**src/rtl/channel_seq_pkg.sv**
```systemverilog
// Shared types, channel codes and step-order helper for the channel sequencer.
package channel_seq_pkg;

   typedef enum logic [1:0] {
      MODE_MANUAL = 2'b00,
      MODE_BUTTON = 2'b01,
      MODE_AUTO   = 2'b10,
      MODE_HOLD   = 2'b11
   } mode_t;

   localparam logic [2:0] CH_G  = 3'd0;
   localparam logic [2:0] CH_R  = 3'd1;
   localparam logic [2:0] CH_B  = 3'd2;
   localparam logic [2:0] CH_Y  = 3'd4;
   localparam logic [2:0] CH_CR = 3'd5;
   localparam logic [2:0] CH_CB = 3'd6;

   // Black codes 3 and 7 rejoin the cycle at the next real channel.
   function automatic logic [2:0] next_channel(input logic [2:0] c);
      logic [2:0] n;
      case (c)
         CH_G:    n = CH_R;
         CH_R:    n = CH_B;
         CH_B:    n = CH_Y;
         3'd3:    n = CH_Y;
         CH_Y:    n = CH_CR;
         CH_CR:   n = CH_CB;
         default: n = CH_G;
      endcase
      return n;
   endfunction

endpackage

```
**src/rtl/channel_sequencer_debouncer.sv**
```systemverilog
// Button conditioning: 2-flop synchronizer followed by a stability counter.
// Used by channel_sequencer only when CHANNEL_SEQ_DEBOUNCE_EN is defined.
module button_debouncer
   import channel_seq_pkg::*;
#(
   parameter int unsigned DEBOUNCE_CYCLES = 1_000_000
) (
   input  logic clk_in,
   input  logic rst_in,
   input  logic btn_in,
   output logic level_out
);

   localparam int unsigned CNT_W = (DEBOUNCE_CYCLES > 1) ? $clog2(DEBOUNCE_CYCLES) : 1;
   localparam logic [CNT_W-1:0] CNT_LAST = CNT_W'(DEBOUNCE_CYCLES - 1);

   logic [1:0]       sync_q;
   logic [CNT_W-1:0] cnt_q;

   // Counter runs only while the synchronized input disagrees with the accepted level.
   always_ff @(posedge clk_in) begin
      if (rst_in) begin
         sync_q    <= 2'b00;
         cnt_q     <= '0;
         level_out <= 1'b0;
      end else begin
         sync_q <= {sync_q[0], btn_in};
         if (sync_q[1] == level_out) begin
            cnt_q <= '0;
         end else if (cnt_q == CNT_LAST) begin
            level_out <= sync_q[1];
            cnt_q     <= '0;
         end else begin
            cnt_q <= cnt_q + 1'b1;
         end
      end
   end

endmodule

```
**src/rtl/channel_sequencer.sv**
```systemverilog
// Frame-aligned channel select controller (manual / button-step / auto-cycle / hold).
// Define CHANNEL_SEQ_DEBOUNCE_EN to synchronize and debounce btn_in.
module channel_sequencer
   import channel_seq_pkg::*;
#(
   parameter int unsigned FRAMES_PER_STEP = 60,
   parameter int unsigned DEBOUNCE_CYCLES = 1_000_000
) (
   input  logic       clk_in,
   input  logic       rst_in,
   input  logic [1:0] mode_in,
   input  logic [2:0] sw_in,
   input  logic       btn_in,
   input  logic       new_frame_in,
   output logic [2:0] select_out,
   output logic       select_changed_out,
   output logic       pending_out
);

   localparam int unsigned CNT_W = (FRAMES_PER_STEP > 1) ? $clog2(FRAMES_PER_STEP) : 1;
   localparam logic [CNT_W-1:0] CNT_LAST = CNT_W'(FRAMES_PER_STEP - 1);

   logic [2:0]       target_q;
   logic [CNT_W-1:0] cnt_q;
   logic             btn_q;
   mode_t            mode_q;
   mode_t            mode_cur;
   logic             btn_lvl;

   assign mode_cur = mode_t'(mode_in);

`ifdef CHANNEL_SEQ_DEBOUNCE_EN
   button_debouncer #(
      .DEBOUNCE_CYCLES(DEBOUNCE_CYCLES)
   ) u_debouncer (
      .clk_in   (clk_in),
      .rst_in   (rst_in),
      .btn_in   (btn_in),
      .level_out(btn_lvl)
   );
`else
   logic unused_debounce_cycles;
   assign unused_debounce_cycles = (DEBOUNCE_CYCLES == 0);
   assign btn_lvl = btn_in;
`endif

   assign pending_out = (target_q != select_out);

   always_ff @(posedge clk_in) begin
      if (rst_in) begin
         select_out         <= CH_G;
         select_changed_out <= 1'b0;
         target_q           <= CH_G;
         cnt_q              <= '0;
         btn_q              <= 1'b0;
         mode_q             <= MODE_MANUAL;
      end else begin
         btn_q  <= btn_lvl;
         mode_q <= mode_cur;

         // Commit uses the target held at the start of the cycle.
         if (new_frame_in) begin
            select_out         <= target_q;
            select_changed_out <= (target_q != select_out);
         end else begin
            select_changed_out <= 1'b0;
         end

         if (mode_cur != mode_q) begin
            cnt_q <= '0;
            if (mode_cur == MODE_MANUAL) target_q <= sw_in;
         end else begin
            unique case (mode_cur)
               MODE_MANUAL: target_q <= sw_in;
               MODE_BUTTON: begin
                  if (btn_lvl && !btn_q) target_q <= next_channel(target_q);
               end
               MODE_AUTO: begin
                  if (new_frame_in) begin
                     if (cnt_q == CNT_LAST) begin
                        cnt_q    <= '0;
                        target_q <= next_channel(target_q);
                     end else begin
                        cnt_q <= cnt_q + 1'b1;
                     end
                  end
               end
               MODE_HOLD: ;
            endcase
         end
      end
   end

endmodule

```
**config.mk**
```make
export PLATFORM = sky130hd
export DESIGN_NAME = channel_sequencer
export DESIGN_NICKNAME = d
export VERILOG_FILES = /design/src/rtl/channel_seq_pkg.sv /design/src/rtl/channel_sequencer_debouncer.sv /design/src/rtl/channel_sequencer.sv
export SDC_FILE = /design/constraint.sdc
export NUM_CORES = 1
export LEC_CHECK = 0
export BUFFER_PORTS_ARGS = -buffer_cell sky130_fd_sc_hd__buf_4
export CORE_MARGIN = 2
export CORE_UTILIZATION = 50
export CTS_BUF_LIST = sky130_fd_sc_hd__clkbuf_4
export DETAILED_ROUTE_END_ITERATION = 16
export PLACE_DENSITY_LB_ADDON = 0.3
export SLEW_MARGIN = 10
export SYNTH_ARGS = -nofsm -noshare
export SYNTH_HDL_FRONTEND = slang
export SYNTH_SLANG_ARGS = --single-unit
export TNS_END_PERCENT = 10
```
**constraint.sdc**
```tcl
create_clock -name clk_in -period 3.8 [get_ports clk_in]
set_input_delay 0.57 -clock clk_in [delete_from_list [all_inputs] [get_ports clk_in]]
set_output_delay 0.57 -clock clk_in [all_outputs]
set_load 0.01 [all_outputs]
```
# == After elaboration in Yosys (flattened, before gate mapping) ==
# Index checks and enable logic that the tools add are counted.
# classes
addsub,1
mux,8
eq_ne,14
n_bitwise,1
reduce_logical,10
# op_table
operator,n
$mux 3,5
$pmux 3 s5,1
$ne 3x3->1 const B,3
$pmux 3 s3,1
$add 6x1->6 const B,1
$eq 3x2->1 const B,2
$eq 3x3->1 const B,2
$eq 6x6->1 const B,1
$mux 6,1
$reduce_or 2->1,3
$reduce_and 5->1,1
$eq 3x1->1 const B,1
$logic_not 3->1,1
$ne 3x3->1,1
$reduce_bool 3->1,1
$eq 2x1->1 const B,1
$eq 2x2->1 const B,1
$logic_not 2->1,1
$ne 2x1->1 const B,1
$ne 2x2->1,1
$reduce_and 2->1,1
$logic_and 1x1->1,1
$logic_not 1->1,1
$not 1->1,1
# totals
input_bits,9
elab_cells,40
reg_bits,16

# == Longest topological paths before layout ==
# Gate-level depths: netlist (run 1).
# logic_depth
word_depth,7
depth_mapped,7
mapped_depth_nobuf,7

# == Worst setup path after synthesis (run 1) ==
# Ideal clock, no wire load.
# synth_timing
path_type,input port to flip-flop
from,input mode_in[0]
to,register cnt_q[5]
required_time_ns,3.668
t_arrival_ns,1.531
setup_time_ns,0.132
stages,7
slack_ns,2.137
path_buffers,0
path_cell_list,inv_1 > ha_1 > and2_1 > nand4_1 > or2_0 > xor2_1 > nor2_1
# synth_via
elab_chain_cells,2
# synth_rtl
element,line,rtl
start: declaration,channel_sequencer.sv:11,"input logic [1:0] mode_in,"
$eq 2x2->1 / $ne 2x2->1 (equally long branches),"channel_sequencer.sv:73, channel_sequencer.sv:69",
$reduce_and 2->1 (no source line) / $reduce_or 2->1 (equally long branches),--,
end signal: assignment,channel_sequencer.sv:84,cnt_q <= cnt_q + 1'b1;
end: declaration,channel_sequencer.sv:24,logic [CNT_W-1:0] cnt_q;
# Parallel ways exist; a longest one is shown, timed or not.
# A chain may end at the register's enable or synchronous reset.

# == Worst setup path in the final report (run 1) ==
# layout_timing
from,register target_q[1]
to,output pending_out
# layout_via
elab_chain_cells,1
# layout_rtl
element,line,rtl
start: declaration,channel_sequencer.sv:23,logic [2:0] target_q;
start signal: assignment,channel_sequencer.sv:71,if (mode_cur == MODE_MANUAL) target_q <= sw_in;
start signal: assignment,channel_sequencer.sv:74,MODE_MANUAL: target_q <= sw_in;
start signal: assignment,channel_sequencer.sv:76,if (btn_lvl && !btn_q) target_q <= next_channel(target_q);
$ne 3x3->1,channel_sequencer.sv:47,assign pending_out = (target_q != select_out);
end: declaration,channel_sequencer.sv:17,output logic pending_out
# No other way between the ends.

==> results_dict.tcl, run 1 <==
set metrics [dict create \
    switching_share_pct 26.2 \
    setup-violations-final 0 \
    drive_gt1_share_pct 19.8 \
    leakage_nw 0.397 \
    worst_path_dominant_cell_family "flip-flops" \
    die_h_um 44.4 \
    cts_tree "built" \
    drv_cap 0 \
    fin_crit_sh_pct 44.1 \
    clk_path_buf_depth 2 \
    vias 616 \
    cts.htree.levels 1 \
    ys_ff_latch 16 \
    layout_commonest_cell "dfxtp_1" \
    clkLatencyLatePin_ps 280 \
    multi_input_comb_area_um2 463 \
    min_path_type "input pin to flop" \
    via_per_inst 5.26 \
    hold_depth 2 \
    row_count 14 \
    grt_pass1_vias 564 \
    fillers 130 \
    final_core_utilization_pct 62.3 \
    fin_setup_tns_ps 0 \
    cts-root-buf "clkbuf_4" \
    core_um2 1520 \
    ys_warn_count 0 \
    slew_violations 0 \
    p_per_area_nw_per_um2 349 \
    synth-compound-area-share_pct 13.6 \
    fmax_ghz 0.596 \
    grtUsageMet3_pct 7.35 \
    max_slew_margin_pct 62.9 \
    rr_worst_depth 6 \
    grt_overflow 0 \
    regArea_um2 320 \
    rrSetupSlack_ps 2220 \
    synth_top_family_by_area "simple AND/OR/NAND/NOR gates" \
    synthFlopType "dfxtp_1" \
    die-area_um2 1970 \
    synthesis.nets 100 \
    stdcell_count 117 \
    use_met2_pct 25.6 \
    fin_crit_ps 1680 \
    postRouteWirelength_um 1310 \
    synth_simple_gate_area_share_pct 19.0 \
    combPwrFrac_pct 18.7 \
    cp.required_ps 3230 \
    drtIter0Drc 7 \
    rsz0062_at_grt "no" \
    min_to "btn_q" \
    drtAntennaViolNets 0 \
    outcome "finished clean" \
    async_reset_ff_share_pct 0 \
    synth_fa_ha_area_share_pct 7.66 \
    gp_congestion 0.794 \
    slowest_stage "dfxtp_1" \
    fin_nets 116 \
    grt_use_total_pct 15.9 \
    antenna_found_initial 0 \
    initial_utilization_pct 53.6 \
    antenna_cells 0 \
    busiest_layer "met2" \
    syn2layout_area_growth_pct 16.2 \
    synth_edf_count 0 \
    switchingPower_mw 0.0869 \
    total_power_mw 0.332 \
    cp-start-kind "flop" \
    crit_arrival_ps 1110 \
    post_cts_resized 0 \
    post_drt_wl_per_cell_um 11.2 \
    cp-end-kind "output port" \
    path_buf_inv 1 \
    cts_setup_buffers 0 \
    drcViolationCount 0 \
    io_pins 14 \
    hold_viol 0 \
    netlist_instances 86 \
    crit_type "flop to output port" \
    place_inst 113 \
    clkSinkCount 16 \
    final_cell_mix "dfxtp_1 (16), buf_4 (13), nor2_1 (11), inv_1 (6), nand2_1 (6)" \
    synthMuxAreaShare_pct 4.90 \
    synth_area_um2 817 \
    synth_xor_area_share_pct 11.5 \
    grt_pass1_wl_um 2230 \
    numCtsBuffers 3 \
    seq_power_share_pct 54.8 \
    worst-path-max-fanout 4 \
    r2r-end "target_q[1]" \
    tightest_slew_ps 552 \
    synth.avg_cell_area_um2 9.50 \
    met1_usage_pct 18.6 \
    cts-hold-fix-buffers 0 \
    grt_max_degree 13 \
    p_clk_share_pct 26.5 \
    dpl.hpwl_um 1010 \
    die_w_um 44.4 \
    hold_path.startpoint "btn_in" \
    first_pass_iters 3 \
    r2r-start "cnt_q[0]" \
    finClkSkew_ps 8.76 \
    cpPeakStageDelay_ps 420 \
    vdd_drop_max_mv 0.232 \
    internal_power_mw 0.245 \
    path_clk_slew_ps 90 \
    numPortBuffers 13 \
    synth-seq-area-share_pct 39.2 \
    worstPathCellList "xnor2_1 > nand3_1 > buf_4" \
    yosysUniqueCellTypes 30 \
]
==> flip-flops by register name, indices dropped and copies added (netlist names) <==
register            flops
target_q                3
btn_q                   1
select_changed_out      1
cnt_q                   6
select_out              3
mode_q                  2
==> kinds of logic after synthesis <==
kind of cell	after synthesis
AO/OA/AOI/OAI	13
XOR/XNOR	9
adder cells (fa/ha/maj)	5
buffers and inverters	8
flip-flops	16
multiplexers	4
AND/OR/NAND/NOR	31
==> Yosys cell counts (2+ instances only) <==
| cell type | count | area (um^2) |
|---|---|---|
| o21ai_0 | 3 | 15.0 |
| a221oi_1 | 2 | 17.5 |
| ha_1 | 5 | 62.6 |
| nand4_1 | 3 | 18.8 |
| xor2_1 | 4 | 35.0 |
| xnor2_1 | 3 | 26.3 |
| nor2_1 | 11 | 41.3 |
| nand2_1 | 6 | 22.5 |
| a211oi_1 | 2 | 15.0 |
| mux2i_1 | 4 | 40.0 |
| dfxtp_1 | 16 | 320 |
| and2_1 | 2 | 12.5 |
| xnor2_2 | 2 | 32.5 |
| inv_1 | 6 | 22.5 |
| nor2b_1 | 2 | 12.5 |
==> power groups by stage <==
stage          sequential, mW  combinational, mW  clock, mW
6_report                0.182             0.0620     0.0879
5_1_grt                 0.183             0.0686      0.101
4_1_cts                 0.182             0.0627     0.0938
3_5_place_dp            0.186             0.0625          0
3_3_place_gp            0.185             0.0612          0
2_1_floorplan           0.186             0.0399          0
==> stage by stage <==
| step | hold WS (ps) | setup WS [ps] | instance area (um^2) |
|---|---|---|---|
| 4_1_cts | 499 | 2130 | 950 |
| 5_1_grt | 498 | 2080 | 950 |
| 3_5_place_dp | 508 | 1890 | 923 |
| 2_1_floorplan | 479 | 2140 | 817 |
| 3_3_place_gp | 494 | 1940 | 923 |
| 6_report | 505 | 2120 | 950 |
==> cell type report <==
type / count / area share, %
clock buffers: 3 / 2.37
clock inverters: 1 / 0.395
inverters: 6 / 2.37
multi-input cells: 62 / 48.7
flip-flops and latches: 16 / 33.7
well taps: 16 / 2.11
repair buffers: 13 / 10.3
==> layer usage <==
layer | vias to the layer above | wire [um]
li1 | 326 | -
met1 | 278 | 606
met2 | 10 | 634
met3 | 2 | 59
met4 | 0 | 13
met5 | - | 0
==> how the worst max path moves through the flow <==
stage | from | to | slack, ps | depth (start not counted)
after floorplan | mode_in[0] | cnt_q[5] | 2140 | 7
after global placement | mode_in[0] | cnt_q[5] | 1940 | 8
after detailed placement | mode_in[0] | cnt_q[5] | 1890 | 8
after CTS | target_q[1] | pending_out | 2130 | 3
after global routing | mode_in[0] | cnt_q[5] | 2080 | 8
final | target_q[1] | pending_out | 2120 | 3
Note: power is estimated with default switching activity, not from simulation.
==> run 2, diff against run 1 <==
==> constraint.sdc (replaced) <==
create_clock -name clk_in -period 1.5 [get_ports clk_in]
set_input_delay 0.225 -clock clk_in [delete_from_list [all_inputs] [get_ports clk_in]]
set_output_delay 0.225 -clock clk_in [all_outputs]
set_load 0.01 [all_outputs]
==> run 2 against run 1 <==
Sequential share of layout area shrank 2.1 points. Register-to-register slack lost 2200 ps. Sequential cell count is the same. Sequential power grew to 2.5 times the previous value. Largest cell class unchanged. Largest power group unchanged. Global-route usage grew 1.8 points. Design area grew 7.6%. Utilization grew 4.8 points.
==> results_dict.tcl, run 2 (synthesized netlist as in run 1, its figures left out) <==
set metrics [dict create \
    outcome "finished clean" \
    grt_pass1_wl_um 2470 \
    vias 669 \
    die_h_um 44.4 \
    row_count 14 \
    die_w_um 44.4 \
    hold_depth 2 \
    leakage_nw 0.434 \
    numCtsBuffers 3 \
    numPortBuffers 13 \
    final_cell_mix "buf_4 (20), dfxtp_1 (14), nor2_1 (11), inv_1 (6), nand2_1 (6)" \
    rsz0062_at_grt "yes" \
    regMostFlops "cnt_q" \
    drtIter0Drc 8 \
    post_drt_wl_per_cell_um 12.6 \
    largest_register_ffs 6 \
    drtAntennaViolNets 0 \
    postPlaceCellArea_um2 968 \
    switching_share_pct 26.9 \
    cts.htree.levels 1 \
    core_um2 1520 \
    slew_violations 0 \
    finClkSkew_ps 4.74 \
    path_clk_slew_ps 90 \
    hold_viol 0 \
    seq_power_share_pct 53.8 \
    design_area_um2 1020 \
    cts-root-buf "clkbuf_4" \
    cp-end-kind "flop" \
    crit_type "flop to flop" \
    largest_registers "cnt_q: 6 flops, select_out: 3 flops, target_q: 3 flops" \
    antenna_cells 0 \
    grt_overflow 0 \
    clk_path_buf_depth 2 \
    fin_crit_ps 1460 \
    final_core_utilization_pct 67.1 \
    fin_nets 123 \
    layout_commonest_cell "buf_4" \
    gp_congestion 0.775 \
    pre_cts_ws_ps -33.3 \
    drive_gt1_share_pct 30.8 \
    cp-start-kind "flop" \
    grt_use_total_pct 17.7 \
    max_slew_margin_pct 80.7 \
    layout_setup_ws_ps 43.8 \
    syn2layout_area_growth_pct 25.1 \
    clkLatencyLatePin_ps 280 \
    vdd_drop_max_mv 0.765 \
    worst-path-max-fanout 6 \
    p_per_area_nw_per_um2 838 \
    first_pass_iters 4 \
    min_path_type "input pin to flop" \
    drcViolationCount 0 \
    cts_tree "built" \
    setup-violations-final 0 \
    switchingPower_mw 0.231 \
    fmax_ghz 0.687 \
    p_clk_share_pct 25.6 \
    die-area_um2 1970 \
    rr_worst_depth 5 \
    postRouteWirelength_um 1560 \
    fin_crit_sh_pct 97.1 \
    cp.required_ps 1690 \
    grt_max_degree 13 \
    drv_cap 0 \
    dpl.hpwl_um 1170 \
    antenna_found_initial 0 \
    initial_utilization_pct 53.6 \
    grt_pass1_vias 582 \
    via_per_inst 5.44 \
    tightest_slew_ps 290 \
    clkSinkCount 16 \
    io_pins 14 \
    combPwrFrac_pct 20.6 \
    crit_arrival_ps 1650 \
    internal_power_mw 0.626 \
]
run 2: changes by cell type in the layout (fill, tap and decap cells not counted), sizes merged:
cell | before | now
clkinv | 1 | 0
buf | 13 | 20
run 2: metal layers:
metal | up-vias | routed length [um] | GRT usage, %
met4 | 0 | 18 | 7.27
met1 | 313 | 669 | 19.8
met3 | 2 | 63 | 6.12
li1 | 340 | - | -
met2 | 14 | 804 | 30.3
met5 | - | 0 | 0
run 2: path summary, 6_finish.rpt:
check	start	endpoint	slack (ps)
max	mode_q[0]	target_q[1]	40
min reg2reg	cnt_q[5]	cnt_q[5]	520
min	btn_in	btn_q	160
max reg2reg	mode_q[0]	target_q[1]	40
run 2: power by group through the flow:
stage	registers, mW	clock network, mW	logic, mW
floorplan	0.470	0	0.101
global placement	0.470	0	0.163
detailed placement	0.470	0	0.168
CTS	0.460	0.231	0.169
global route	0.463	0.250	0.193
finish	0.461	0.220	0.176
run 2: layout make-up:
cell class | instances | area, um^2
Clock buffer | 3 | 22.5
Fill cell | 126 | 502
Inverter | 6 | 22.5
Multi-Input combinational cell | 62 | 484
Sequential cell | 16 | 323
Tap cell | 16 | 20.0
Timing Repair Buffer | 20 | 150
run 2: worst max-delay path, stage by stage (launching register included):
cell      delay [ps]
dfxtp_1          330
xnor2_2          200
nand2_1          160
a32oi_4          350
a221oi_2          60
a211oi_1         250
run 2: timing repair:
action / CTS / global route
pin swaps: 1 / 2
hold buffers: 0 / 0
buffers inserted: 0 / 1
hold endpoints to repair: 0 / 0
setup endpoints to repair: 2 / 3
resized for setup: 1 / 6
run 2: stage by stage:
step                hold slack, ps  power (mW)  TNS, ps  instances
floorplan                      353       0.571        0         86
CTS                            153       0.860        0        122
global route                   145       0.906    -84.5        123
finish                         160       0.857        0        123
global placement               447       0.633        0        119
detailed placement             450       0.638    -57.0        119
==> run 3, diff against run 2 <==
--- a/config.mk
+++ b/config.mk
@@ -6,8 +6,10 @@
 export NUM_CORES = 1
 export LEC_CHECK = 0
 export BUFFER_PORTS_ARGS = -buffer_cell sky130_fd_sc_hd__buf_4
+export CELL_PAD_IN_SITES_DETAIL_PLACEMENT = 1
+export CELL_PAD_IN_SITES_GLOBAL_PLACEMENT = 2
 export CORE_MARGIN = 2
-export CORE_UTILIZATION = 50
+export CORE_UTILIZATION = 31
 export CTS_BUF_LIST = sky130_fd_sc_hd__clkbuf_4
 export DETAILED_ROUTE_END_ITERATION = 16
 export PLACE_DENSITY_LB_ADDON = 0.3
==> run 3 against run 2 <==
Clock power up 14%. Via count down 0.60%. Sequential power about the same. Non-clock buffer count up 1. Utilization down 25 points. Routed wire length up 16%. Register-to-register slack better by 40 ps. Design area up 2.7%. Largest power group unchanged. Highest routed layer unchanged.
==> results_dict.tcl, run 3 (synthesized netlist as in run 1, its figures left out) <==
set metrics [dict create \
    initial_utilization_pct 33.0 \
    numPortBuffers 13 \
    drive_gt1_share_pct 31.2 \
    rsz0062_at_grt "yes" \
    clk_path_buf_depth 2 \
    post_drt_wl_per_cell_um 12.9 \
    cp-end-kind "flop" \
    fillers 298 \
    switching_share_pct 29.4 \
    syn2layout_area_growth_pct 28.5 \
    die-area_um2 3060 \
    regMostFlops "cnt_q" \
    drtAntennaViolNets 0 \
    die_h_um 55.3 \
    clkLatencyLatePin_ps 300 \
    numCtsBuffers 3 \
    worst_path_dominant_cell_family "simple AND/OR/NAND/NOR gates" \
    path_clk_slew_ps 110 \
    crit_arrival_ps 1650 \
    worst-path-max-fanout 5 \
    core_um2 2480 \
    min_path_type "input pin to flop" \
    cpPeakStageDelay_ps 340 \
    via_per_inst 4.78 \
    antenna_found_initial 0 \
    internal_power_mw 0.629 \
    cts.htree.levels 1 \
    io_pins 14 \
    drv_cap 0 \
    fin_crit_sh_pct 94.2 \
    whs_ps 144 \
    cp-start-kind "flop" \
    cp.required_ps 1740 \
    cts-root-buf "clkbuf_4" \
    worstPathCellList "xnor2_2 > nand3_2 > or3_1 > a21o_1 > a21oi_1" \
    drtIter0Drc 5 \
    antenna_cells 0 \
    crit_type "flop to flop" \
    grt_use_total_pct 12.4 \
    hold_viol 0 \
    vdd_drop_max_mv 0.438 \
    fmax_ghz 0.708 \
    finClkSkew_ps 11.7 \
    die_w_um 55.3 \
    vias 665 \
    largest_register_ffs 6 \
    tightest_slew_ps 281 \
    setup-violations-final 0 \
    p_clk_share_pct 28.1 \
    outcome "finished clean" \
    final_cell_mix "buf_4 (21), dfxtp_1 (15), nor2_1 (10), inv_1 (6)" \
    layout_commonest_cell "buf_4" \
    first_pass_iters 3 \
    grt_pass1_vias 663 \
    grt_max_degree 13 \
    path_buf_inv 0 \
    fin_crit_ps 1410 \
    seq_power_share_pct 52.0 \
    drcViolationCount 0 \
    grt_pass1_wl_um 2980 \
    p_per_area_nw_per_um2 849 \
    row_count 18 \
    grt_overflow 0 \
    total_power_mw 0.891 \
    combPwrFrac_pct 19.8 \
    max_slew_margin_pct 81.3 \
    fin_nets 124 \
    dpl.hpwl_um 1350 \
    largest_registers "cnt_q: 6 flops, select_out: 3 flops, target_q: 3 flops" \
    switchingPower_mw 0.261 \
    leakage_nw 0.442 \
    gp_congestion 0.746 \
    postRouteWirelength_um 1800 \
    cts-hold-fix-buffers 0 \
    slowest_stage "dfxtp_1" \
    clkSinkCount 16 \
    cts_tree "built" \
    slew_violations 0 \
]
-- run 3: worst paths after layout --
check / cells past startpoint / slack (ps) / end / from
min reg2reg: 2 / 530 / cnt_q[5] / cnt_q[5]
max: 5 / 90 / target_q[2] / mode_q[1]
max reg2reg: 5 / 90 / target_q[2] / mode_q[1]
min: 2 / 140 / btn_q / btn_in
-- run 3: stage by stage --
stage | utilization [%] | setup TNS, ps | setup slack [ps] | cell area [um^2] | std cells
after floorplan | - | 0 | 121 | 817 | 86
after global placement | 40.4 | -5.58 | -4.76 | 1000 | 135
after detailed placement | 40.4 | -143 | -60.6 | 1000 | 135
after CTS | 41.6 | 0 | 1.55 | 1030 | 139
after global routing | 42.4 | -3.73 | -3.73 | 1050 | 139
final | 42.4 | 0 | 86.9 | 1050 | 139
-- run 3: timing repair --
action / CTS / global route
setup endpoints to repair: 3 / 3
buffers inserted: 0 / 0
gates resized for setup: 1 / 6
pin swaps: 0 / 4
-- run 3: power groups by stage --
stage                     clock (mW)  sequential [mW]  combinational (mW)
final                          0.251            0.464               0.177
after global routing           0.283            0.466               0.195
after CTS                      0.266            0.463               0.171
after floorplan                    0            0.470               0.101
after global placement             0            0.471               0.167
after detailed placement           0            0.472               0.170
-- run 3: layer usage --
layer  share of wire (%)  vias up  GRT usage, %
met2                  46        9          20.4
met1                  49      313          15.9
met5                   0        -             0
met3                 2.4        4          2.11
met4                 1.6        0          5.23
li1                    -      339             -
-- run 3: layout make-up --
| class | instances | area, um^2 | share of cell area [%] |
|---|---|---|---|
| multi-input combinational | 62 | 484 | 46.1 |
| sequential | 16 | 322 | 30.6 |
| timing repair buffer | 21 | 158 | 15.0 |
| tap | 30 | 37.5 | 3.58 |
| clock buffer | 3 | 22.5 | 2.15 |
| inverter | 6 | 22.5 | 2.15 |
| clock inverter | 1 | 3.75 | 0.358 |
-- run 3: worst reg2reg max path: stages, from the launching register on --
cell and delay (ps):
dfxtp_1 340, xnor2_2 220, nand3_2 190, or3_1 340, a21o_1 180, a21oi_1 100
